$ cat src/rtl/rtc_pkg.sv
// Shared RTC definitions: FSM state encoding, default transfer
// length and RTC register address map.
package rtc_pkg;

    typedef enum logic [1:0] {
        ST_IDLE  = 2'd0,
        ST_ISSUE = 2'd1,
        ST_RUN   = 2'd2,
        ST_DONE  = 2'd3
    } rtc_state_e;

    localparam int RTC_XFER_CYC = 44;

    localparam logic [7:0] RTC_ADDR_SEC   = 8'h20;
    localparam logic [7:0] RTC_ADDR_MIN   = 8'h21;
    localparam logic [7:0] RTC_ADDR_HOUR  = 8'h22;
    localparam logic [7:0] RTC_ADDR_DATE  = 8'h23;
    localparam logic [7:0] RTC_ADDR_MONTH = 8'h24;
    localparam logic [7:0] RTC_ADDR_YEAR  = 8'h25;
    localparam logic [7:0] RTC_ADDR_CMD   = 8'h2F;

endpackage

$ cat src/rtl/rtc_xfer_ctrl.sv
// RTC transfer controller: sequences one bus transfer per request.
// Define RTC_BURST_EN for multi-register bursts (burst_len / last).
module rtc_xfer_ctrl
    import rtc_pkg::*;
#(
    parameter int XFER_CYC = RTC_XFER_CYC
) (
    input  logic       clk,
    input  logic       reset,
    input  logic       req,
    input  logic       wr_nrd,
    input  logic [7:0] addr,
    input  logic [7:0] wdata,
`ifdef RTC_BURST_EN
    input  logic [2:0] burst_len,
    output logic       last,
`endif
    output logic       busy,
    output logic       done,
    output logic       err,
    output logic [7:0] rdata,
    output logic       do_it,
    output logic       w_r,
    input  logic       send_add,
    input  logic       send_data,
    input  logic       read_data,
    output logic [7:0] ad_out,
    output logic       ad_oe,
    input  logic [7:0] ad_in
);

    localparam int CW = $clog2(XFER_CYC + 1);
    localparam logic [CW-1:0] CNT_LAST = CW'(XFER_CYC - 1);

    rtc_state_e    st_q, st_d;
    logic [CW-1:0] cnt_q, cnt_d;
    logic          wr_q, wr_d;
    logic [7:0]    addr_q, addr_d;
    logic [7:0]    wdata_q, wdata_d;
    logic [7:0]    cap_q, cap_d;
    logic [7:0]    rdata_q, rdata_d;
    logic          seen_q, seen_d;
`ifdef RTC_BURST_EN
    logic [2:0]    rem_q, rem_d;
`endif

    // State and datapath registers; reset aborts any transfer
    always_ff @(posedge clk or posedge reset) begin
        if (reset) begin
            st_q    <= ST_IDLE;
            cnt_q   <= '0;
            wr_q    <= 1'b0;
            addr_q  <= 8'h00;
            wdata_q <= 8'h00;
            cap_q   <= 8'h00;
            rdata_q <= 8'h00;
            seen_q  <= 1'b0;
`ifdef RTC_BURST_EN
            rem_q   <= 3'd0;
`endif
        end else begin
            st_q    <= st_d;
            cnt_q   <= cnt_d;
            wr_q    <= wr_d;
            addr_q  <= addr_d;
            wdata_q <= wdata_d;
            cap_q   <= cap_d;
            rdata_q <= rdata_d;
            seen_q  <= seen_d;
`ifdef RTC_BURST_EN
            rem_q   <= rem_d;
`endif
        end
    end

    // Next-state: accept, issue, count bus cycles, complete
    always_comb begin
        st_d    = st_q;
        cnt_d   = cnt_q;
        wr_d    = wr_q;
        addr_d  = addr_q;
        wdata_d = wdata_q;
        cap_d   = cap_q;
        rdata_d = rdata_q;
        seen_d  = seen_q;
`ifdef RTC_BURST_EN
        rem_d   = rem_q;
`endif
        unique case (st_q)
            ST_IDLE: begin
                if (req) begin
                    wr_d    = wr_nrd;
                    addr_d  = addr;
                    wdata_d = wdata;
`ifdef RTC_BURST_EN
                    rem_d   = burst_len;
`endif
                    st_d    = ST_ISSUE;
                end
            end
            ST_ISSUE: begin
                cnt_d  = '0;
                seen_d = 1'b0;
                st_d   = ST_RUN;
            end
            ST_RUN: begin
                cnt_d = cnt_q + 1'b1;
                if (!wr_q && read_data) begin
                    cap_d  = ad_in;
                    seen_d = 1'b1;
                end
                if (wr_q && send_data) begin
                    seen_d = 1'b1;
                end
                if (cnt_q == CNT_LAST) begin
                    st_d = ST_DONE;
                end
            end
            ST_DONE: begin
                if (!wr_q) begin
                    rdata_d = cap_q;
                end
                st_d = ST_IDLE;
`ifdef RTC_BURST_EN
                if (rem_q != 3'd0) begin
                    rem_d  = rem_q - 3'd1;
                    addr_d = addr_q + 8'd1;
                    st_d   = ST_ISSUE;
                end
`endif
            end
            default: st_d = ST_IDLE;
        endcase
    end

    // Outputs decoded from state; AD bus mux follows phase flags
    always_comb begin
        busy   = (st_q != ST_IDLE);
        do_it  = (st_q == ST_ISSUE);
        done   = (st_q == ST_DONE);
        err    = done && !seen_q;
        w_r    = busy && wr_q;
        ad_oe  = ((st_q == ST_ISSUE) || (st_q == ST_RUN))
                 && (send_add || (send_data && wr_q));
        ad_out = send_add ? addr_q : wdata_q;
        rdata  = (done && !wr_q) ? cap_q : rdata_q;
`ifdef RTC_BURST_EN
        last   = done && (rem_q == 3'd0);
`endif
    end

endmodule

$ cat config.mk
export PLATFORM = sky130hd
export DESIGN_NAME = rtc_xfer_ctrl
export DESIGN_NICKNAME = d
export VERILOG_FILES = /design/src/rtl/rtc_pkg.sv /design/src/rtl/rtc_xfer_ctrl.sv
export SDC_FILE = /design/constraint.sdc
export NUM_CORES = 1
export LEC_CHECK = 0
export ABC_CLOCK_PERIOD_IN_PS = 3650
export CAP_MARGIN = 20
export CORE_MARGIN = 5
export CORE_UTILIZATION = 51
export DETAILED_ROUTE_END_ITERATION = 12
export PLACE_DENSITY_LB_ADDON = 0.1
export SYNTH_ARGS = -nofsm -noshare
export SYNTH_HDL_FRONTEND = slang
export SYNTH_SLANG_ARGS = --single-unit
$ cat constraint.sdc
create_clock -name clk -period 3.65 [get_ports clk]
set_input_delay 0.365 -clock clk [delete_from_list [all_inputs] [get_ports clk]]
set_output_delay 0.365 -clock clk [all_outputs]
set_load 0.1 [all_outputs]
* After elaboration in Yosys (flattened, before gate mapping)
Cells that the tools add are included.
Word-level totals: bits in registers 42, input bits 31, output and inout bits 22, logic and storage cells 44
Operators by class: add/subtract/negate cells 1, equal/unequal tests 7, muxes and demuxes 9, bitwise operators 1, reduce and logical (&&, ||, !) cells 18
Operators with widths (number):
- 8-bit 2-to-1 mux | 2
- 6-bit case mux with 2 select lines | 1
- 2-bit AND reduction | 5
- 2-bit case mux with 4 select lines | 1
- 6-bit by 1-bit adder with 6-bit output, second input constant | 1
- 6-bit equality test, second input constant | 1
- 1-bit logical AND | 6
- 2-bit equality test, second input constant | 2
- 2-bit 2-to-1 mux | 2
- 2-bit inequality test, second input constant | 2
- 2-bit nonzero test | 2
- 3-bit inequality test, second input constant | 1
- 2-bit by 1-bit equality test with 1-bit output, second input constant | 1
- 1-bit zero test | 2
- 2-bit zero test | 1
- 1-bit logical OR | 2
- 1-bit 2-to-1 mux | 2
- 1-bit case mux with 2 select lines | 1
- 1-bit NOT | 1

* Depth between registers and ports, before layout
Gate-level depths: netlist of run 1.
depth in word-level cells 5, mapped depth 6, depth with buffers taken out 5

* Worst setup path after synthesis of run 1
OpenSTA, ideal clock, no wires.
path type register to output, start reg st_q[1], end out err, arrival time 2.623 ns, required time 3.285 ns, slack 0.662 ns, cell stages (with the launch flop) 3, path buffers 0, cell sequence dfrtp_1 -> ha_1 -> nor2b_1
On the way: word-level cells in the longest chain between the ends 2
RTL lines:
- start, declared | line rtc_xfer_ctrl.sv:35 | rtc_state_e st_q, st_d;
- start signal, assigned | line rtc_xfer_ctrl.sv:62 | st_q <= st_d;
- 2-bit equality test | line rtc_xfer_ctrl.sv:140 | done = (st_q == ST_DONE);
- named net done | line rtc_xfer_ctrl.sv:19 | output logic done,
- 1-bit logical AND | line rtc_xfer_ctrl.sv:141 | err = done && !seen_q;
- end, declared | line rtc_xfer_ctrl.sv:20 | output logic err,
The timed path passes the listed nets, and every way through them passes these cells.

* Worst setup path after layout of run 1
start reg st_q[0], end out w_r
On the way: word-level cells in the longest chain between the ends 2
RTL lines:
- 2-bit nonzero test | line rtc_xfer_ctrl.sv:138 | busy = (st_q != ST_IDLE);
- 1-bit logical AND | line rtc_xfer_ctrl.sv:142 | w_r = busy && wr_q;
- end, declared | line rtc_xfer_ctrl.sv:23 | output logic w_r,
Every way passes these cells.

==> results of run 1 <==
-- worst max-delay path: stages, from the launching register on --
cell	delay [ps]
dfrtp_1	380
inv_1	90
ha_1	250
nor2b_1	110
clkdlybuf4s50_1	1140
-- area by class of cell --
class	count	area, um2
Inverter	10	37.5
Multi-Input combinational cell	85	754
Clock inverter	1	5.00
Clock buffer	7	86.3
Sequential cell	42	1050
Fill cell	262	1130
Timing Repair Buffer	53	485
Tap cell	48	60.1
-- layout by cell type, fill, tap and decap left out, drive strengths merged --
master and instances:
dfrtp 42, mux2 41, clkdlybuf4s50 35, buf 18
inv 10, o21ai 7, nor2b 7, clkbuf 7
nand3 5, ha 5, nand2 4, nor2 3
a21oi 3, o22ai 2, nand4 1, or3 1
a41oi 1, nor4b 1, o32ai 1, xor2 1
a2bb2oi 1, a211oi 1, clkinv 1
-- stage by stage --
stage	worst slack, ps	cells	util [%]	hold slack (ps)
2_1_floorplan	662	141	-	474
3_3_place_gp	1380	238	66.2	480
3_5_place_dp	1350	238	66.2	490
4_1_cts	1030	246	68.8	506
5_1_grt	930	246	68.8	521
6_report	1040	246	68.8	505
-- cells by family after synthesis --
group | Yosys count | share of synthesized area, %
AOI/OAI and AO/OA | 16 | 5.17
xor gates and xnor gates | 1 | 0.471
adders and majority gates | 5 | 3.36
buffers and inverters | 14 | 3.02
DFF | 42 | 56.5
muxes | 41 | 24.8
and+or+nand+nor | 22 | 6.72
-- state kept, by name (all words and copies together), names as in the netlist --
signal	cells
wr_q	1
wdata_q	8
addr_q	8
st_q	2
rdata_q	8
cap_q	8
cnt_q	6
seen_q	1
-- worst paths after layout --
check	from	end	slack, ps
worst max-delay path	st_q[0]$_DFFE_PP0P_	w_r	1040
worst min-delay path	wdata_q[6]$_DFFE_PP0P_	wdata_q[6]$_DFFE_PP0P_	510
worst max register to register	st_q[1]$_DFFE_PP0P_	rdata_q[2]$_DFFE_PP0P_	1890
worst min register to register	wdata_q[6]$_DFFE_PP0P_	wdata_q[6]$_DFFE_PP0P_	510
max in group asynchronous	reset	wdata_q[3]$_DFFE_PP0P_	2300
min in group asynchronous	reset	cap_q[2]$_DFFE_PP0P_	580
-- metal layers --
metal  routed length (um)  vias to the layer above  GRT usage [%]
li1                     -                      603              -
met1                 1430                      624           18.6
met2                 2000                       53           28.9
met3                  267                        6           5.18
met4                   40                        0           6.38
met5                    0                        -              0
==> results.py, run 1 <==
metrics = {
    "status": {
        "status": "completed",
    },
    "drt": {
        "dr_total_vias": 1286,
        "first_pass_iters": 5,
        "drtAntennaViolNets": 0,
        "drt-initial-drc-count": 46,
        "drc_errors": 0,
        "wl_um": 3750,
        "detail_route.wl_per_cell_um": 15.2,
        "drt-vias-per-instance": 5.23,
    },
    "sta": {
        "finalMaxSlewViolations": 0,
        "hold_viol_final": 0,
        "fmax_ghz": 0.383,
        "rsz0062_at_grt": "no",
        "finalCriticalPeriod_ps": 2610,
        "setup_tns_ps": 0,
        "setup_viol": 0,
        "fin_worst_skew_ps": 4.11,
        "worstMarginPinSlew_ps": 969,
        "post-route-period-util_pct": 71.6,
        "slew_headroom_pct": 35.2,
    },
    "floorplanning": {
        "die_area_mm2": 0.00496,
        "die_w_um": 70.4,
        "die_y_um": 70.4,
        "ios": 53,
        "initial_core_util_pct": 51.6,
        "coreArea_mm2": 0.00361,
        "rows": 22,
    },
    "setup_path": {
        "worstSetupPathType": "reg2out",
        "required_ps": 3280,
        "arrival_ps": 2250,
        "end_kind": "primary output",
        "r2r_cells": 3,
        "crit_path_max_fanout": 4,
        "cp-start-kind": "register",
    },
    "placement": {
        "gp_congestion": 0.785,
        "placed_area_mm2": 0.00239,
        "port_buffers": 52,
        "hpwl_um": 2920,
    },
    "logic_synthesis": {
        "ys.flop_type": "dfrtp_1",
        "synth-seq-cells": 42,
        "synth.yosys.warnings": 0,
        "synth_edf_count": 0,
        "post-synth-top-count-cell": "dfrtp_1",
        "syn_nets": 177,
        "ys_top_cells_by_area": "dfrtp_1 (56%), mux2_2 (25%), ha_1 (3.4%), nor2b_1 (2.4%), inv_1 (2.0%)",
        "ys_seq_area_share_pct": 56.5,
        "synthArstFlopShare_pct": 100,
        "synth_cells": 141,
        "synth_commonest_cells": "dfrtp_1 (42), mux2_2 (41), inv_1 (10)",
        "yosysTopAreaCellShare_pct": 56.5,
        "ys_types": 22,
        "yosysTopAreaCell": "dfrtp_1",
        "netlist_area_mm2": 0.00186,
        "syn_avg_cell_area_um2": 13.2,
    },
    "final_layout": {
        "synthToLayoutAreaGrowth_pct": 33.2,
        "finish.instance_area_mm2": 0.00248,
        "layout-drive-gt1-share_pct": 34.3,
        "n_antenna_cell": 0,
        "fin_nets": 233,
    },
    "clock_network": {
        "cts_buffers": 5,
        "clkTransAtPathRegs_ps": 70,
        "post_cts_buffers": 0,
        "cts_root_buffer": "clkbuf_8",
        "clockBufferDepth": 2,
        "cts_num_sinks": 42,
        "hold_buffers": 0,
        "insertion_delay_ps": 280,
        "htree_levels": 2,
        "cts_resized": 0,
        "cts_tree": "built",
    },
    "grt": {
        "grt_pass1_wl_um": 6500,
        "antenna_found_initial": 0,
        "grt_pass1_vias": 1450,
        "grt_usage_pct": 16.5,
        "grt_max_degree": 26,
        "overflow": 0,
    },
    "hold_path": {
        "hold_path_class": "reg2reg",
        "whs_path_depth": 1,
    },
    "flow_run": {
        "maxCapViolCount": 0,
    },
}
Power of run 1 is not shown: default switching activity piles up to over one toggle a cycle in this logic, so the estimate is an artifact.
==> run 2: changes to the inputs <==
--- a/config.mk
+++ b/config.mk
@@ -5,10 +5,10 @@
 export SDC_FILE = /design/constraint.sdc
 export NUM_CORES = 1
 export LEC_CHECK = 0
-export ABC_CLOCK_PERIOD_IN_PS = 3650
+export ABC_CLOCK_PERIOD_IN_PS = 2340
 export CAP_MARGIN = 20
 export CORE_MARGIN = 5
-export CORE_UTILIZATION = 51
+export CORE_UTILIZATION = 42
 export DETAILED_ROUTE_END_ITERATION = 12
 export PLACE_DENSITY_LB_ADDON = 0.1
 export SYNTH_ARGS = -nofsm -noshare
==> constraint.sdc (replaced) <==
create_clock -name clk -period 2.34 [get_ports clk]
set_input_delay 0.234 -clock clk [delete_from_list [all_inputs] [get_ports clk]]
set_output_delay 0.234 -clock clk [all_outputs]
set_load 0.1 [all_outputs]
==> run 2 against run 1 <==
  * Utilization shrank 5.5 points
  * Setup slack lost 720 ps
  * First-iteration DRC count grew 37%
  * Critical path depth grew 1
  * Largest cell class unchanged
  * Register-to-register slack lost 1300 ps
  * Clock skew grew 3.8 ps
  * Hold slack lost 140 ps
==> results.py, run 2 (synthesis gave the netlist of run 1 again) <==
metrics = {
    "final_layout": {
        "synthToLayoutAreaGrowth_pct": 47.0,
        "n_antenna_cell": 0,
        "mostFrequentLayoutCells": "dfrtp_1 (42), mux2_2 (41), clkdlybuf4s50_1 (30)",
        "layout-drive-gt1-share_pct": 39.5,
        "fin_nets": 235,
        "mostFrequentLayoutCell": "dfrtp_1",
    },
    "grt": {
        "grt_pass1_wl_um": 7190,
        "antenna_found_initial": 0,
        "top_usage_layer": "met2",
        "grt_max_degree": 19,
        "met1_usage_pct": 17.6,
        "grt.met2_usage_pct": 25.0,
        "grt_usage_pct": 15.1,
        "met3_usage_pct": 6.15,
        "overflow": 0,
        "grt_pass1_vias": 1566,
    },
    "sta": {
        "slew_headroom_pct": 50.5,
        "hold_viol_final": 0,
        "finalCriticalPeriod_ps": 2030,
        "finalMaxSlewViolations": 0,
        "setup_viol": 0,
        "setup_tns_ps": 0,
        "rsz0062_at_grt": "no",
        "fin_worst_skew_ps": 7.92,
        "post-route-period-util_pct": 86.7,
        "fmax_ghz": 0.493,
        "worstMarginPinSlew_ps": 742,
    },
    "drt": {
        "first_pass_iters": 5,
        "drt-vias-per-instance": 5.12,
        "drtAntennaViolNets": 0,
        "wl_um": 4090,
        "drc_errors": 0,
        "drt-initial-drc-count": 63,
        "dr_total_vias": 1291,
        "detail_route.wl_per_cell_um": 16.2,
    },
    "setup_path": {
        "end_kind": "primary output",
        "worstSetupPathType": "reg2out",
        "path_buf_inv": 3,
        "arrival_ps": 1800,
        "required_ps": 2110,
        "slowest_delay_ps": 450,
        "crit_top_cell": "inv_1",
        "cp-start-kind": "register",
        "crit_path_max_fanout": 8,
        "critPathTopFamily": "buffers and inverters",
        "crit_slowest_cell": "ha_1",
        "crit_chain": "inv_1, ha_1, inv_1, nor2_2, buf_12",
    },
    "clock_network": {
        "clockBufferDepth": 2,
        "cts_tree": "built",
        "cts_root_buffer": "clkbuf_8",
        "clkTransAtPathRegs_ps": 80,
        "cts_buffers": 5,
        "cts_resized": 0,
        "insertion_delay_ps": 290,
        "htree_levels": 2,
        "cts_num_sinks": 42,
        "hold_buffers": 0,
        "post_cts_buffers": 0,
    },
    "flow_run": {
        "maxCapViolCount": 0,
    },
    "floorplanning": {
        "die_y_um": 76.6,
        "die_w_um": 76.6,
        "ios": 53,
        "rows": 24,
        "coreArea_mm2": 0.00432,
        "die_area_mm2": 0.00586,
        "initial_core_util_pct": 43.1,
    },
    "placement": {
        "hpwl_um": 3090,
        "port_buffers": 52,
        "gp_congestion": 0.834,
    },
    "hold_path": {
        "hold_path_class": "in2async",
    },
    "status": {
        "status": "completed",
    },
}
==> run 2: path summary, 6_finish.rpt <==
kind	end	slack [ps]	start	depth (start not counted)
max	ad_oe	310	st_q[0]$_DFFE_PP0P_	5
min	cap_q[0]$_DFFE_PP0P_	370	reset	2
max reg2reg	cap_q[3]$_DFFE_PP0P_	570	st_q[0]$_DFFE_PP0P_	4
min reg2reg	addr_q[1]$_DFFE_PP0P_	510	addr_q[1]$_DFFE_PP0P_	1
max in group asynchronous	rdata_q[4]$_DFFE_PP0P_	1360	reset	3
min in group clk	addr_q[1]$_DFFE_PP0P_	510	addr_q[1]$_DFFE_PP0P_	1
==> run 2: per-layer routing <==
metal / wire, um / vias up
met5: 0 / -
met2: 2090 / 41
met3: 250 / 9
met4: 80 / 0
met1: 1680 / 634
li1: - / 607
==> run 2: stage by stage <==
step / setup WS, ps / instance area, um2 / util, % / hold WS (ps) / instances
2_1_floorplan: 103 / 1870 / - / 384 / 141
3_3_place_gp: 558 / 2630 / 60.8 / 481 / 244
3_5_place_dp: 505 / 2630 / 60.8 / 489 / 244
4_1_cts: 312 / 2740 / 63.3 / 389 / 252
5_1_grt: 199 / 2740 / 63.3 / 439 / 252
6_report: 311 / 2740 / 63.3 / 370 / 252
==> run 2: area by class of cell <==
| type | count | area [um2] |
|---|---|---|
| Tap cell | 52 | 65.1 |
| Timing Repair Buffer | 55 | 713 |
| Clock inverter | 3 | 40.0 |
| Fill cell | 320 | 1590 |
| Multi-Input combinational cell | 85 | 762 |
| Clock buffer | 5 | 68.8 |
| Sequential cell | 42 | 1050 |
| Inverter | 10 | 37.5 |
Power of run 2 is left out for the same reason.
==> run 3: changes to the inputs <==
--- a/config.mk
+++ b/config.mk
@@ -10,7 +10,7 @@
 export CORE_MARGIN = 5
 export CORE_UTILIZATION = 42
 export DETAILED_ROUTE_END_ITERATION = 12
-export PLACE_DENSITY_LB_ADDON = 0.1
+export PLACE_DENSITY = 0.72
 export SYNTH_ARGS = -nofsm -noshare
 export SYNTH_HDL_FRONTEND = slang
 export SYNTH_SLANG_ARGS = --single-unit
==> run 3 against run 2 <==
  * Register-to-register slack improved by 100 ps
  * Maximum frequency increased by 1.8%
  * Sequential share of layout area grew 0.16 points
  * Setup slack gained 36 ps
  * Global-route usage shrank 0.86 points
  * Flip-flop and latch count stayed put
  * Cell area shrank 0.41%
  * Via count increased by 0.70%
  * Clock-buffer cell count up 1
  * Critical path depth did not move
  * Non-clock buffer count is the same
  * Die area stayed put
  * Largest cell class unchanged
==> results.py, run 3 (synthesis gave the netlist of run 1 again) <==
metrics = {
    "hold_path": {
        "hold_path_class": "in2async",
    },
    "grt": {
        "grt_usage_pct": 14.2,
        "overflow": 0,
        "grt_pass1_wl_um": 6790,
        "grt_max_degree": 18,
        "grt_pass1_vias": 1510,
        "antenna_found_initial": 0,
    },
    "setup_path": {
        "end_kind": "primary output",
        "worstSetupPathType": "reg2out",
        "crit_chain": "ha_2, nor2b_1, buf_4, mux2_2, buf_12",
        "arrival_ps": 1760,
        "path_buf_inv": 2,
        "cp.depth": 5,
        "critPathTopFamily": "flip-flops",
        "r2r_cells": 4,
        "crit_path_max_fanout": 8,
        "cp-start-kind": "register",
        "crit_slowest_cell": "dfrtp_1",
        "slowest_delay_ps": 400,
        "required_ps": 2110,
    },
    "drt": {
        "wl_um": 3920,
        "dr_total_vias": 1300,
        "drtAntennaViolNets": 0,
        "drt-initial-drc-count": 76,
        "first_pass_iters": 4,
        "drt-vias-per-instance": 5.16,
        "detail_route.wl_per_cell_um": 15.6,
        "drc_errors": 0,
    },
    "sta": {
        "setup_viol": 0,
        "finalMaxSlewViolations": 0,
        "fmax_ghz": 0.502,
        "post-route-period-util_pct": 85.2,
        "setup_tns_ps": 0,
        "slew_headroom_pct": 63.0,
        "rsz0062_at_grt": "no",
        "worst_slack_ps": 347,
        "finalCriticalPeriod_ps": 1990,
        "hold_viol_final": 0,
        "fin_worst_skew_ps": 7.55,
        "worstMarginPinSlew_ps": 554,
    },
    "clock_network": {
        "insertion_delay_ps": 290,
        "clockBufferDepth": 2,
        "htree_levels": 2,
        "cts_tree": "built",
        "cts_root_buffer": "clkbuf_8",
        "cts_resized": 0,
        "cts_buffers": 5,
        "clkTransAtPathRegs_ps": 80,
        "post_cts_buffers": 0,
        "cts_num_sinks": 42,
        "hold_buffers": 0,
    },
    "floorplanning": {
        "initial_core_util_pct": 43.1,
        "die_y_um": 76.6,
        "ios": 53,
        "rows": 24,
        "die_area_mm2": 0.00586,
        "die_w_um": 76.6,
        "coreArea_mm2": 0.00432,
    },
    "placement": {
        "placed_area_mm2": 0.00262,
        "hpwl_um": 3100,
        "gp_congestion": 0.850,
        "pre_cts_slack_ps": 541,
        "port_buffers": 52,
    },
    "final_layout": {
        "fin_util_pct": 63.0,
        "n_antenna_cell": 0,
        "mostFrequentLayoutCell": "dfrtp_1",
        "synthToLayoutAreaGrowth_pct": 46.4,
        "mostFrequentLayoutCells": "dfrtp_1 (42), mux2_2 (41), clkdlybuf4s50_1 (30)",
        "finish.instance_area_mm2": 0.00273,
        "fin_nets": 235,
        "layout-drive-gt1-share_pct": 39.0,
    },
    "flow_run": {
        "maxCapViolCount": 0,
    },
    "status": {
        "status": "completed",
    },
}
==> run 3: changes by cell type in the layout (fill, tap and decap cells not counted) <==
cell,before,now
buf_4,7,8
buf_12,18,17
clkinv_2,2,0
clkinvlp_4,0,1
clkbuf_1,0,1
==> run 3: final cells by class <==
cell class | count | area, um2
Clock buffer | 6 | 72.6
Clock inverter | 2 | 37.5
Fill cell | 333 | 1600
Inverter | 10 | 37.5
Multi-Input combinational cell | 85 | 762
Sequential cell | 42 | 1050
Tap cell | 52 | 65.1
Timing Repair Buffer | 55 | 701
==> run 3: per-stage QoR <==
stage          hold slack [ps]  cells
3_3_place_gp               481    244
6_report                   301    252
5_1_grt                    342    252
4_1_cts                    316    252
3_5_place_dp               487    244
2_1_floorplan              384    141
==> run 3: final timing paths <==
check | startpoint | slack [ps] | endpoint
setup / recovery | st_q[1]$_DFFE_PP0P_ | 350 | rdata[6]
min in group clk | addr_q[4]$_DFFE_PP0P_ | 510 | addr_q[4]$_DFFE_PP0P_
hold / removal | reset | 300 | addr_q[4]$_DFFE_PP0P_
max in group asynchronous | reset | 1430 | wdata_q[0]$_DFFE_PP0P_
setup reg to reg | st_q[0]$_DFFE_PP0P_ | 670 | cap_q[1]$_DFFE_PP0P_
hold reg to reg | addr_q[4]$_DFFE_PP0P_ | 510 | addr_q[4]$_DFFE_PP0P_
==> run 3: metal layers <==
layer	vias up	global-route usage, %	part of all wire [%]
met5	-	0	0
met4	0	4.20	1.5
met3	8	6.50	8.8
met2	53	24.9	51
met1	633	15.3	39
li1	606	-	-
Power of run 3 is left out for the same reason.
